File: config.mk
export PLATFORM = sky130hd
export DESIGN_NAME = dcache_bypass_arb_flat
export DESIGN_NICKNAME = d
export VERILOG_FILES = /design/src/rtl/dcache_bypass_arb_if.sv /design/src/rtl/dcache_bypass_arb.sv /design/src/flat_wrapper.sv
export SDC_FILE = /design/constraint.sdc
export NUM_CORES = 1
export LEC_CHECK = 0
export BUFFER_PORTS_ARGS = -buffer_cell sky130_fd_sc_hd__clkbuf_2
export CELL_PAD_IN_SITES_DETAIL_PLACEMENT = 2
export CELL_PAD_IN_SITES_GLOBAL_PLACEMENT = 2
export CORE_AREA = 5 5 418 420
export DETAILED_ROUTE_END_ITERATION = 10
export DIE_AREA = 0 0 423 425
export GPL_ROUTABILITY_DRIVEN = 0
export HOLD_SLACK_MARGIN = 0.05
export PLACE_DENSITY = 0.54
export SYNTH_ARGS = -nofsm -noshare
export SYNTH_HDL_FRONTEND = slang
export SYNTH_SLANG_ARGS = --single-unit
File: constraint.sdc
create_clock -name clk -period 16.1 [get_ports clk]
set_input_delay 2.415 -clock clk [delete_from_list [all_inputs] [get_ports clk]]
set_output_delay 2.415 -clock clk [all_outputs]
set_load 0.01 [all_outputs]
File: src/rtl/dcache_bypass_arb_if.sv
// Wide memory-bus bundle between the data-cache front end and the memory system.
// The master drives requests; the slave returns read data and completions.
interface dcache_bypass_arb_if #(
   parameter int unsigned ADDR_WIDTH = 64,
   parameter int unsigned MEM_WIDTH  = 128
);
   logic [ADDR_WIDTH-1:0]  mem_raddr;
   logic                   mem_ren;
   logic [MEM_WIDTH-1:0]   mem_rdata;
   logic                   mem_rvalid;
   logic [ADDR_WIDTH-1:0]  mem_waddr;
   logic                   mem_wen;
   logic [MEM_WIDTH-1:0]   mem_wdata;
   logic [MEM_WIDTH/8-1:0] mem_wmask;
   logic                   mem_wvalid;

   modport master (
      output mem_raddr, mem_ren, mem_waddr, mem_wen, mem_wdata, mem_wmask,
      input  mem_rdata, mem_rvalid, mem_wvalid
   );

   modport slave (
      input  mem_raddr, mem_ren, mem_waddr, mem_wen, mem_wdata, mem_wmask,
      output mem_rdata, mem_rvalid, mem_wvalid
   );
endinterface

File: src/rtl/dcache_bypass_arb.sv
// Data-cache front end: routes CPU accesses to the cache core or an uncached bypass with a
// posted write buffer, and arbitrates both onto a single wide memory port.
module dcache_bypass_arb #(
   parameter int unsigned           ADDR_WIDTH = 64,
   parameter int unsigned           DATA_WIDTH = 64,
   parameter int unsigned           LANES      = 2,
   parameter int unsigned           WBUF_DEPTH = 4,
   parameter logic [ADDR_WIDTH-1:0] UC_BASE    = 64'h1000_0000,
   parameter logic [ADDR_WIDTH-1:0] UC_SIZE    = 64'h1000_0000
) (
   input  logic                                  clk,
   input  logic                                  rst,
   // CPU side
   input  logic [ADDR_WIDTH-1:0]                 addr_cpu,
   input  logic [DATA_WIDTH-1:0]                 wdata_cpu,
   input  logic [DATA_WIDTH/8-1:0]               wmask_cpu,
   input  logic                                  wen_cpu,
   input  logic                                  ren_cpu,
   output logic [DATA_WIDTH-1:0]                 rdata_cpu,
   output logic                                  stall_cpu,
   input  logic                                  cache_enable,
   output logic                                  cache_mode,
   // Cache core side
   output logic                                  c_wen,
   output logic                                  c_ren,
   input  logic [DATA_WIDTH-1:0]                 c_rdata,
   input  logic                                  c_hit,
   input  logic [ADDR_WIDTH-1:0]                 c_mem_raddr,
   input  logic                                  c_mem_ren,
   input  logic [ADDR_WIDTH-1:0]                 c_mem_waddr,
   input  logic                                  c_mem_wen,
   input  logic [LANES*DATA_WIDTH-1:0]           c_mem_wdata,
   input  logic [LANES*DATA_WIDTH/8-1:0]         c_mem_wmask,
   output logic                                  c_mem_rvalid,
   output logic                                  c_mem_wvalid,
   output logic [LANES*DATA_WIDTH-1:0]           c_mem_rdata,
   // Memory bus
   dcache_bypass_arb_if.master                   bus
);

   localparam int unsigned MEM_WIDTH = LANES * DATA_WIDTH;
   localparam int unsigned STRB_W    = DATA_WIDTH / 8;
   localparam int unsigned MSTRB_W   = MEM_WIDTH / 8;
   localparam int unsigned OFF_W     = $clog2(STRB_W);
   localparam int unsigned LANE_W    = (LANES > 1) ? $clog2(LANES) : 1;
   localparam int unsigned IDX_W     = $clog2(WBUF_DEPTH);
   localparam int unsigned PTR_W     = IDX_W + 1;

   localparam logic [ADDR_WIDTH-1:0] UC_MASK = ~(UC_SIZE - ADDR_WIDTH'(1));

   typedef enum logic [1:0] {OwnNone, OwnCache, OwnByp} owner_e;
   typedef enum logic [1:0] {StIdle, StWdrain, StRd} byp_st_e;

   owner_e                  owner_q;
   byp_st_e                 byp_st_q;
   logic                    cache_mode_q;
   logic [PTR_W-1:0]        wr_ptr_q, rd_ptr_q;
   logic [ADDR_WIDTH-1:0]   rd_addr_q;

   logic [ADDR_WIDTH-1:0]   wb_addr_q [WBUF_DEPTH];
   logic [MEM_WIDTH-1:0]    wb_data_q [WBUF_DEPTH];
   logic [MSTRB_W-1:0]      wb_mask_q [WBUF_DEPTH];

   logic                    in_win, uc, uc_wr, uc_rd;
   logic [LANE_W-1:0]       lane;
   logic [IDX_W-1:0]        wr_idx, rd_idx;
   logic                    empty, full;
   logic                    push, pop, wr_done, rd_done;
   logic [PTR_W-1:0]        wb_count_next;
   logic                    wb_pending, cache_req, rd_ready, arb_free, mode_ok;

   // Routing
   assign in_win = (addr_cpu & UC_MASK) == UC_BASE;
   assign uc     = ~cache_mode_q | in_win;
   assign uc_wr  = wen_cpu & uc;
   assign uc_rd  = ren_cpu & uc & ~wen_cpu;
   assign c_wen  = wen_cpu & ~uc;
   assign c_ren  = ren_cpu & ~uc;
   assign lane   = LANE_W'(addr_cpu >> OFF_W) & LANE_W'(LANES - 1);

   // Write buffer bookkeeping; the extra pointer bit separates full from empty
   assign wr_idx = wr_ptr_q[IDX_W-1:0];
   assign rd_idx = rd_ptr_q[IDX_W-1:0];
   assign empty  = wr_ptr_q == rd_ptr_q;
   assign full   = (wr_ptr_q[IDX_W] != rd_ptr_q[IDX_W]) && (wr_idx == rd_idx);

   assign wr_done = (byp_st_q == StWdrain) & bus.mem_wvalid;
   assign rd_done = (byp_st_q == StRd) & bus.mem_rvalid;
   assign pop     = wr_done;
   // A full buffer still accepts a store in the cycle its head retires
   assign push    = uc_wr & (~full | pop);

   assign wb_count_next = wr_ptr_q - rd_ptr_q + PTR_W'(push) - PTR_W'(pop);
   assign wb_pending    = wb_count_next != '0;
   assign cache_req     = c_mem_ren | c_mem_wen;
   assign rd_ready      = (owner_q == OwnNone) & (byp_st_q == StIdle) & uc_rd & empty;
   // A retiring drain re-arbitrates at once so queued stores can stream back to back
   assign arb_free      = (owner_q == OwnNone) | wr_done;
   assign mode_ok       = (owner_q == OwnNone) & empty & (byp_st_q == StIdle) &
                          ~ren_cpu & ~wen_cpu;

   always_ff @(posedge clk) begin
      if (push) begin
         wb_addr_q[wr_idx] <= addr_cpu;
         wb_data_q[wr_idx] <= {LANES{wdata_cpu}};
         wb_mask_q[wr_idx] <= MSTRB_W'(wmask_cpu) << (lane * STRB_W);
      end
   end

   always_ff @(posedge clk) begin
      if (rst) begin
         owner_q      <= OwnNone;
         byp_st_q     <= StIdle;
         cache_mode_q <= 1'b0;
         wr_ptr_q     <= '0;
         rd_ptr_q     <= '0;
         rd_addr_q    <= '0;
      end else begin
         wr_ptr_q <= wr_ptr_q + PTR_W'(push);
         rd_ptr_q <= rd_ptr_q + PTR_W'(pop);
         if (mode_ok) begin
            cache_mode_q <= cache_enable;
         end
         if (arb_free) begin
            if (cache_req && !full) begin
               owner_q  <= OwnCache;
               byp_st_q <= StIdle;
            end else if (wb_pending) begin
               owner_q  <= OwnByp;
               byp_st_q <= StWdrain;
            end else if (rd_ready) begin
               owner_q   <= OwnByp;
               byp_st_q  <= StRd;
               rd_addr_q <= addr_cpu;
            end else begin
               owner_q  <= OwnNone;
               byp_st_q <= StIdle;
            end
         end else if (owner_q == OwnCache && (bus.mem_rvalid || bus.mem_wvalid)) begin
            owner_q <= OwnNone;
         end else if (rd_done) begin
            owner_q  <= OwnNone;
            byp_st_q <= StIdle;
         end
      end
   end

   assign cache_mode = cache_mode_q;

   // Bus steering: only the owner drives the bus or sees its responses
   always_comb begin
      bus.mem_raddr = '0;
      bus.mem_ren   = 1'b0;
      bus.mem_waddr = '0;
      bus.mem_wen   = 1'b0;
      bus.mem_wdata = '0;
      bus.mem_wmask = '0;
      c_mem_rvalid  = 1'b0;
      c_mem_wvalid  = 1'b0;
      c_mem_rdata   = '0;
      unique case (owner_q)
         OwnCache: begin
            bus.mem_raddr = c_mem_raddr;
            bus.mem_ren   = c_mem_ren;
            bus.mem_waddr = c_mem_waddr;
            bus.mem_wen   = c_mem_wen;
            bus.mem_wdata = c_mem_wdata;
            bus.mem_wmask = c_mem_wmask;
            c_mem_rvalid  = bus.mem_rvalid;
            c_mem_wvalid  = bus.mem_wvalid;
            c_mem_rdata   = bus.mem_rdata;
         end
         OwnByp: begin
            if (byp_st_q == StRd) begin
               bus.mem_raddr = rd_addr_q;
               bus.mem_ren   = 1'b1;
            end else if (byp_st_q == StWdrain) begin
               bus.mem_waddr = wb_addr_q[rd_idx];
               bus.mem_wen   = 1'b1;
               bus.mem_wdata = wb_data_q[rd_idx];
               bus.mem_wmask = wb_mask_q[rd_idx];
            end
         end
         default: begin
         end
      endcase
   end

   always_comb begin
      stall_cpu = 1'b0;
      rdata_cpu = '0;
      if (!uc) begin
         stall_cpu = (ren_cpu | wen_cpu) & ~c_hit;
         rdata_cpu = c_rdata;
      end else if (uc_wr) begin
         stall_cpu = ~push;
      end else if (uc_rd) begin
         stall_cpu = ~rd_done;
         if (rd_done) begin
            rdata_cpu = bus.mem_rdata[lane * DATA_WIDTH +: DATA_WIDTH];
         end
      end
   end

endmodule

File: src/flat_wrapper.sv
// flat-port wrapper written by rule: the top's interface ports become plain ports
module dcache_bypass_arb_flat 
#(
   parameter int unsigned           ADDR_WIDTH = 64,
   parameter int unsigned           DATA_WIDTH = 64,
   parameter int unsigned           LANES      = 2,
   parameter int unsigned           WBUF_DEPTH = 4,
   parameter logic [ADDR_WIDTH-1:0] UC_BASE    = 64'h1000_0000,
   parameter logic [ADDR_WIDTH-1:0] UC_SIZE    = 64'h1000_0000
)
  (clk, rst, addr_cpu, wdata_cpu, wmask_cpu, wen_cpu, ren_cpu, rdata_cpu, stall_cpu, cache_enable, cache_mode, c_wen, c_ren, c_rdata, c_hit, c_mem_raddr, c_mem_ren, c_mem_waddr, c_mem_wen, c_mem_wdata, c_mem_wmask, c_mem_rvalid, c_mem_wvalid, c_mem_rdata, bus_mem_raddr, bus_mem_ren, bus_mem_waddr, bus_mem_wen, bus_mem_wdata, bus_mem_wmask, bus_mem_rdata, bus_mem_rvalid, bus_mem_wvalid);
  dcache_bypass_arb_if #(.ADDR_WIDTH(ADDR_WIDTH)) bus_i ();
  input  logic clk;
  input  logic rst;
  input  logic [ADDR_WIDTH-1:0] addr_cpu;
  input  logic [DATA_WIDTH-1:0] wdata_cpu;
  input  logic [DATA_WIDTH/8-1:0] wmask_cpu;
  input  logic wen_cpu;
  input  logic ren_cpu;
  output logic [DATA_WIDTH-1:0] rdata_cpu;
  output logic stall_cpu;
  input  logic cache_enable;
  output logic cache_mode;
  output logic c_wen;
  output logic c_ren;
  input  logic [DATA_WIDTH-1:0] c_rdata;
  input  logic c_hit;
  input  logic [ADDR_WIDTH-1:0] c_mem_raddr;
  input  logic c_mem_ren;
  input  logic [ADDR_WIDTH-1:0] c_mem_waddr;
  input  logic c_mem_wen;
  input  logic [LANES*DATA_WIDTH-1:0] c_mem_wdata;
  input  logic [LANES*DATA_WIDTH/8-1:0] c_mem_wmask;
  output logic c_mem_rvalid;
  output logic c_mem_wvalid;
  output logic [LANES*DATA_WIDTH-1:0] c_mem_rdata;
  output wire logic [$bits(bus_i.mem_raddr)-1:0] bus_mem_raddr;
  output wire logic [$bits(bus_i.mem_ren)-1:0] bus_mem_ren;
  output wire logic [$bits(bus_i.mem_waddr)-1:0] bus_mem_waddr;
  output wire logic [$bits(bus_i.mem_wen)-1:0] bus_mem_wen;
  output wire logic [$bits(bus_i.mem_wdata)-1:0] bus_mem_wdata;
  output wire logic [$bits(bus_i.mem_wmask)-1:0] bus_mem_wmask;
  input wire logic [$bits(bus_i.mem_rdata)-1:0] bus_mem_rdata;
  input wire logic [$bits(bus_i.mem_rvalid)-1:0] bus_mem_rvalid;
  input wire logic [$bits(bus_i.mem_wvalid)-1:0] bus_mem_wvalid;
  assign bus_mem_raddr = bus_i.mem_raddr;
  assign bus_mem_ren = bus_i.mem_ren;
  assign bus_mem_waddr = bus_i.mem_waddr;
  assign bus_mem_wen = bus_i.mem_wen;
  assign bus_mem_wdata = bus_i.mem_wdata;
  assign bus_mem_wmask = bus_i.mem_wmask;
  assign bus_i.mem_rdata = bus_mem_rdata;
  assign bus_i.mem_rvalid = bus_mem_rvalid;
  assign bus_i.mem_wvalid = bus_mem_wvalid;
  dcache_bypass_arb #(.ADDR_WIDTH(ADDR_WIDTH), .DATA_WIDTH(DATA_WIDTH), .LANES(LANES), .WBUF_DEPTH(WBUF_DEPTH), .UC_BASE(UC_BASE), .UC_SIZE(UC_SIZE)) u_core (.clk(clk), .rst(rst), .addr_cpu(addr_cpu), .wdata_cpu(wdata_cpu), .wmask_cpu(wmask_cpu), .wen_cpu(wen_cpu), .ren_cpu(ren_cpu), .rdata_cpu(rdata_cpu), .stall_cpu(stall_cpu), .cache_enable(cache_enable), .cache_mode(cache_mode), .c_wen(c_wen), .c_ren(c_ren), .c_rdata(c_rdata), .c_hit(c_hit), .c_mem_raddr(c_mem_raddr), .c_mem_ren(c_mem_ren), .c_mem_waddr(c_mem_waddr), .c_mem_wen(c_mem_wen), .c_mem_wdata(c_mem_wdata), .c_mem_wmask(c_mem_wmask), .c_mem_rvalid(c_mem_rvalid), .c_mem_wvalid(c_mem_wvalid), .c_mem_rdata(c_mem_rdata), .bus(bus_i));
endmodule
# ---- After elaboration in Yosys (flattened, before gate mapping)
# Memories as Yosys holds them, arrays and structs flattened. A register that Yosys moved wholly into a read port is not among the register bits.
# Cells that the tools add are included.
# Widths: inputs -> output; s select.
dict set report word_totals {
  latch_bits 0
  regBits 75
  n_memories 3
  input_bits 610
  output_inout_bits 472
  word_cells 109
  rom_bits 0
  ramBits 832
}
dict set report classes {
  reduce_logical 12
  n_shift 2
  muxes 41
  n_bitwise 31
  n_eq_ne 9
  mul 0
  add_sub_neg 5
  order_cmp 0
  div_mod_pow 0
}
# memory depth width read_ports rd_clocked_by_memory_dff wr line_no
set memory_table {}
lappend memory_table {u_core.wb_data_q 4 128 1 1 1 dcache_bypass_arb.sv:61} ;# logic [MEM_WIDTH-1:0] wb_data_q [WBUF_DEPTH];
lappend memory_table {u_core.wb_addr_q 4 64 1 1 1 dcache_bypass_arb.sv:60} ;# logic [ADDR_WIDTH-1:0] wb_addr_q [WBUF_DEPTH];
lappend memory_table {u_core.wb_mask_q 4 16 1 1 1 dcache_bypass_arb.sv:62} ;# logic [MSTRB_W-1:0] wb_mask_q [WBUF_DEPTH];
# cell n
set ops {}
lappend ops {{$mux 64} 7}
lappend ops {{$mux 128} 3}
lappend ops {{$pmux 128 s2} 1}
lappend ops {{$pmux 64 s2} 2}
lappend ops {{$shiftx 128x8->64} 1}
lappend ops {{$eq 36x1->1 const B} 1}
lappend ops {{$mux 16} 2}
lappend ops {{$pmux 16 s2} 1}
lappend ops {{$mux 2} 13}
lappend ops {{$and 1x1->1} 16}
lappend ops {{$shl 8x4->16} 1}
lappend ops {{$mux 1} 10}
lappend ops {{$not 1->1} 10}
lappend ops {{$add 3x1->3} 3}
lappend ops {{$reduce_bool 3->1} 2}
lappend ops {{$or 1x1->1} 5}
lappend ops {{$eq 2x1->1 const B} 2}
lappend ops {{$eq 2x2->1 const B} 2}
lappend ops {{$logic_not 2->1} 2}
lappend ops {{$pmux 1 s2} 2}
lappend ops {{$reduce_and 4->1} 1}
lappend ops {{$eq 3x3->1} 1}
lappend ops {{$logic_and 1x1->1} 3}
lappend ops {{$sub 3x1->3} 1}
lappend ops {{8 further kinds} 8}

# ---- Depth between registers and ports, before layout
dict set report depth {
  word_depth 11
  mapped_depth 18
}

# ---- Least setup slack after synthesis
# No wires, ideal clock.
dict set report synth_timing {
  path_type {input to register}
  start {input addr_cpu[42]}
  end {memory u_core.wb_addr_q[2][0] (enable)}
  n_path_buf 1
  slack_ps 2080
  path_stages 6
  setup_ps 825
  required_ps 15275
  arrival_ps 13196
  path_cell_list {nor4_1 nand4_1 o31a_1 clkbuf_1 nand3b_1 nor3_1}
}
dict set report synth_via {
  elab_chain_cells 6
}
# item line_no
set synth_lines {}
lappend synth_lines {{start, declared} flat_wrapper.sv:15} ;# input logic [ADDR_WIDTH-1:0] addr_cpu;
lappend synth_lines {{$eq 36x1->1} dcache_bypass_arb.sv:73} ;# assign in_win = (addr_cpu & UC_MASK) == UC_BASE;
lappend synth_lines {{$or 1x1->1} dcache_bypass_arb.sv:74} ;# assign uc = ~cache_mode_q | in_win;
lappend synth_lines {{$and 1x1->1} dcache_bypass_arb.sv:75} ;# assign uc_wr = wen_cpu & uc;
lappend synth_lines {{$and 1x1->1} dcache_bypass_arb.sv:91} ;# assign push = uc_wr & (~full | pop);
lappend synth_lines {{$mux 1} dcache_bypass_arb.sv:103} ;# if (push) begin
lappend synth_lines {{$mux 1 (implied by the code)} dcache_bypass_arb.sv:104} ;# wb_addr_q[wr_idx] <= addr_cpu;
lappend synth_lines {{end, declared} dcache_bypass_arb.sv:60}
# Every way passes these cells.

# ---- Worst setup path in the final report
dict set report layout_timing {
  start {input addr_cpu[63]}
  end {output stall_cpu}
}
dict set report layout_via {
  elab_chain_cells 7
  elab_cells_between_ends 10
  cone_classes {eq/ne (1); mux (3); bitwise (6)}
}
# item line_no
set layout_lines {}
lappend layout_lines {{$eq 36x1->1 *} dcache_bypass_arb.sv:73}
lappend layout_lines {{$or 1x1->1 *} dcache_bypass_arb.sv:74}
lappend layout_lines {{$and 1x1->1 (on tied branches)} {dcache_bypass_arb.sv:76, dcache_bypass_arb.sv:75}}
lappend layout_lines {{$and 1x1->1 (on tied branches)} {dcache_bypass_arb.sv:76, dcache_bypass_arb.sv:91}}
lappend layout_lines {{$mux 1 / $not 1->1 (equally long branches)} {dcache_bypass_arb.sv:197, dcache_bypass_arb.sv:196}}
lappend layout_lines {{$mux 1} dcache_bypass_arb.sv:195} ;# end else if (uc_wr) begin
lappend layout_lines {{$mux 1 *} dcache_bypass_arb.sv:192} ;# if (!uc) begin
lappend layout_lines {{end, declared} flat_wrapper.sv:21} ;# output logic stall_cpu;
# Every way passes the cells marked *; elsewhere a longest branch is shown, timed or not.

==> flow_summary.yaml <==
min_path:
  hp-class: "register to register"
  worstHoldStart: "u_core.rd_addr_q[41]"
worst_setup_path:
  path_cells: "clkbuf_2 -> nor4_1 -> nand4_1 -> o31a_2 -> buf_4 -> nand3b_1 -> inv_1 -> a221oi_1 -> clkbuf_2"
  critical-path-slowest-cell: "o31a_2"
  worst_setup_path_start_kind: "primary input"
  r2r_start: "u_core.cache_mode"
  path_max_fanout: 87
  cp_common_cell: "clkbuf_2"
  crit_required_ns: 13.69
  arrival_ns: 5.77
  startpoint: "addr_cpu[63]"
  critPathBufInv: 4
  crit_path_end_kind: "primary output"
  slowest_delay_ns: 0.86
  critical_path_class: "primary input to primary output"
  worst_path_dominant_cell_family: "buffers and inverters"
power:
  irDropWorstVdd_v: 0.0000654
  sw_frac_of_total: 0.269
  switchingPower_mw: 1.19
  p_seq_frac: 0.444
  comb_power_share: 0.174
  clkPwrFrac: 0.383
  power_leakage_nw: 15.0
  powerDensity_nw_per_um2: 107
  power.internal_mw: 3.23
synthesis:
  yosysUniqueCellTypes: 46
  synth-edff-count: 576
  yosysTopAreaCell: "edfxtp_1"
  yosysMostFrequentCell: "edfxtp_1"
  synth_area_leaders: "edfxtp_1 56%, mux4_2 10%, dfxtp_1 4.9%"
  ys_seq_area_frac: 0.608
  synth_top_area_frac: 0.560
  postSynthCellCount: 2212
  yosys_warnings: 0
  synth_seq_cells: 651
  syn_area_um2: 30900
  async_flop_share: 0
  synthTopCellsByCount: "576 x edfxtp_1, 259 x nand2_1, 158 x nor2b_1, 145 x a22oi_1, 144 x mux4_2"
  ys.flop_type: "edfxtp_1"
  syn_area_per_cell_um2: 14.0
  syn_nets: 2834
clock_tree:
  cts_tree: "done"
  insertion_delay_ns: 0.64
  root_buffer: "clkbuf_16"
  cts_max_path_buffers: 3
  cts_buffers: 75
  h-tree-depth: 3
  ctsHoldBuffers: 0
  cts_sinks: 651
  clkTransAtPathRegs_ns: 0.06
  post_cts_buffers: 0
  cts_resized: 0
run:
  drv_cap: 0
timing:
  slew_violations: 0
  rsz0062_at_grt: "no"
  period_share: 0.509
  slew_headroom: 0.246
  finalSetupViolCount: 0
  fmax_mhz: 122
  skew_ns: 0.0254
  hold_viol_final: 0
  finalCriticalPeriod_ns: 8.19
  finalWorstSetupSlack_ns: 7.91
  finalSetupTns_ns: 0
  tightest_slew_ns: 1.13
routing:
  viasPerCell: 4.13
  drt_iter0_drc: 1118
  post_drt_wl_per_cell_um: 25.8
  num_vias: 22900
  first_pass_iters: 5
  wirelength_mm: 143
  drc: 0
  antenna_left: 0
outcome:
  status: "finished, final reports clean"
grt:
  track_usage: 0.151
  grt_max_degree: 159
  grt_overflow: 0
  antenna_found_initial: 30
  grt_pass1_vias: 25600
  grt_pass1_wl_mm: 196
placed_design:
  dp_hpwl_mm: 108
  port_buffers: 1081
  dp_slack_ns: 7.14
  dpl.cell_count: 5380
floorplanning:
  rows: 152
  die_height_um: 425
  io_pins: 1082
  die-area_um2: 180000
  core_um2: 171000
  initial_core_util: 0.181
  fp.dieW_um: 423
final_layout:
  drive_above_1_share: 0.421
  fin_util: 0.241
  fin_nets: 3846
  fillCellCount: 18900
  final_cell_count_no_fill: 5534
  area_growth_pct: 33.1
==> worst paths after layout <==
path,end,slack (ns),cells after the start
worst min-delay path,u_core.rd_addr_q[41],0.48,2
worst min register to register,u_core.rd_addr_q[41],0.48,2
worst max register to register,u_core.rd_addr_q[30],9.97,16
worst max-delay path,stall_cpu,7.91,9
==> layer usage <==
metal / global-route usage / wire, um
met1: 0.155 / 50900
met2: 0.301 / 80900
met3: 0.0318 / 6260
met4: 0.0528 / 4430
met5: 0 / 47
==> placed cells by master (no fill, tap or decap), types with 18 or more instances in the layout <==
cell and count:
clkbuf_2 1079, edfxtp_1 576, nand2_1 259, nor2b_1 158
a22oi_1 145, mux4_2 144, and2_1 142, mux2i_1 129
nand2b_1 128, a21boi_0 112, clkbuf_16 77, dfxtp_1 73
o31ai_1 64, buf_4 37, clkbuf_1 19, diode_2 18
==> sequential cells by signal, indices dropped and copies added, names as in the netlist <==
signal / flops
u_core.byp_st_q: 2
u_core.cache_mode: 1
u_core.owner_q: 2
u_core.rd_addr_q: 64
u_core.rd_ptr_q: 3
u_core.wb_addr_q: 256
u_core.wb_data_q: 256
u_core.wb_mask_q: 64
u_core.wr_ptr_q: 3
==> area by class of cell <==
type	count	area, um2	share of cell area
antenna	18	45.0	0.00109
clock buffer	98	2030	0.0492
clock inverter	38	380	0.00925
inverter	10	37.5	0.000912
multi-input combinational	1368	11300	0.275
sequential	651	18800	0.457
tap	2233	2790	0.0679
timing repair buffer	1118	5720	0.139
==> worst register-to-register path, delay by kind of cell, from the launching register on <==
family,cells,cell delay (ns)
DFF,1,0.43
xor gates and xnor gates,2,0.25
adders and majority gates,3,0.96
AOI/OAI and AO/OA,1,0.87
muxes,1,0.31
buffers and inverters,6,2.24
and+or+nand+nor,3,1.00
==> through the flow <==
step | area, um2 | total power, mW | hold slack, ns
CTS | 41100 | 4.51 | 0.487
global placement | 38700 | 2.78 | 0.463
floorplan | 30900 | 2.42 | 0.448
global route | 41100 | 4.63 | 0.509
finish | 41100 | 4.41 | 0.484
detailed placement | 38700 | 2.79 | 0.479
==> logic make-up (layout without fill, tap and decap cells) <==
family / count (synthesis) / count (layout) / share of synthesized area
simple gates: 727 / 727 / 0.126
flops: 651 / 651 / 0.608
compound gates: 348 / 348 / 0.0842
mux: 273 / 273 / 0.147
buf+inv: 193 / 1264 / 0.0271
fa+ha+maj: 12 / 12 / 0.00534
xor+xnor: 8 / 8 / 0.00227
other cells: 0 / 18 / 0
==> power groups by stage <==
stage	sequential, mW	clock (mW)	combinational (mW)
CTS	1.96	1.76	0.796
finish	1.96	1.69	0.767
floorplan	2.01	0	0.409
detailed placement	1.99	0	0.793
global placement	1.99	0	0.789
global route	1.96	1.83	0.834
No activity file was read; power rests on OpenSTA's default activity.
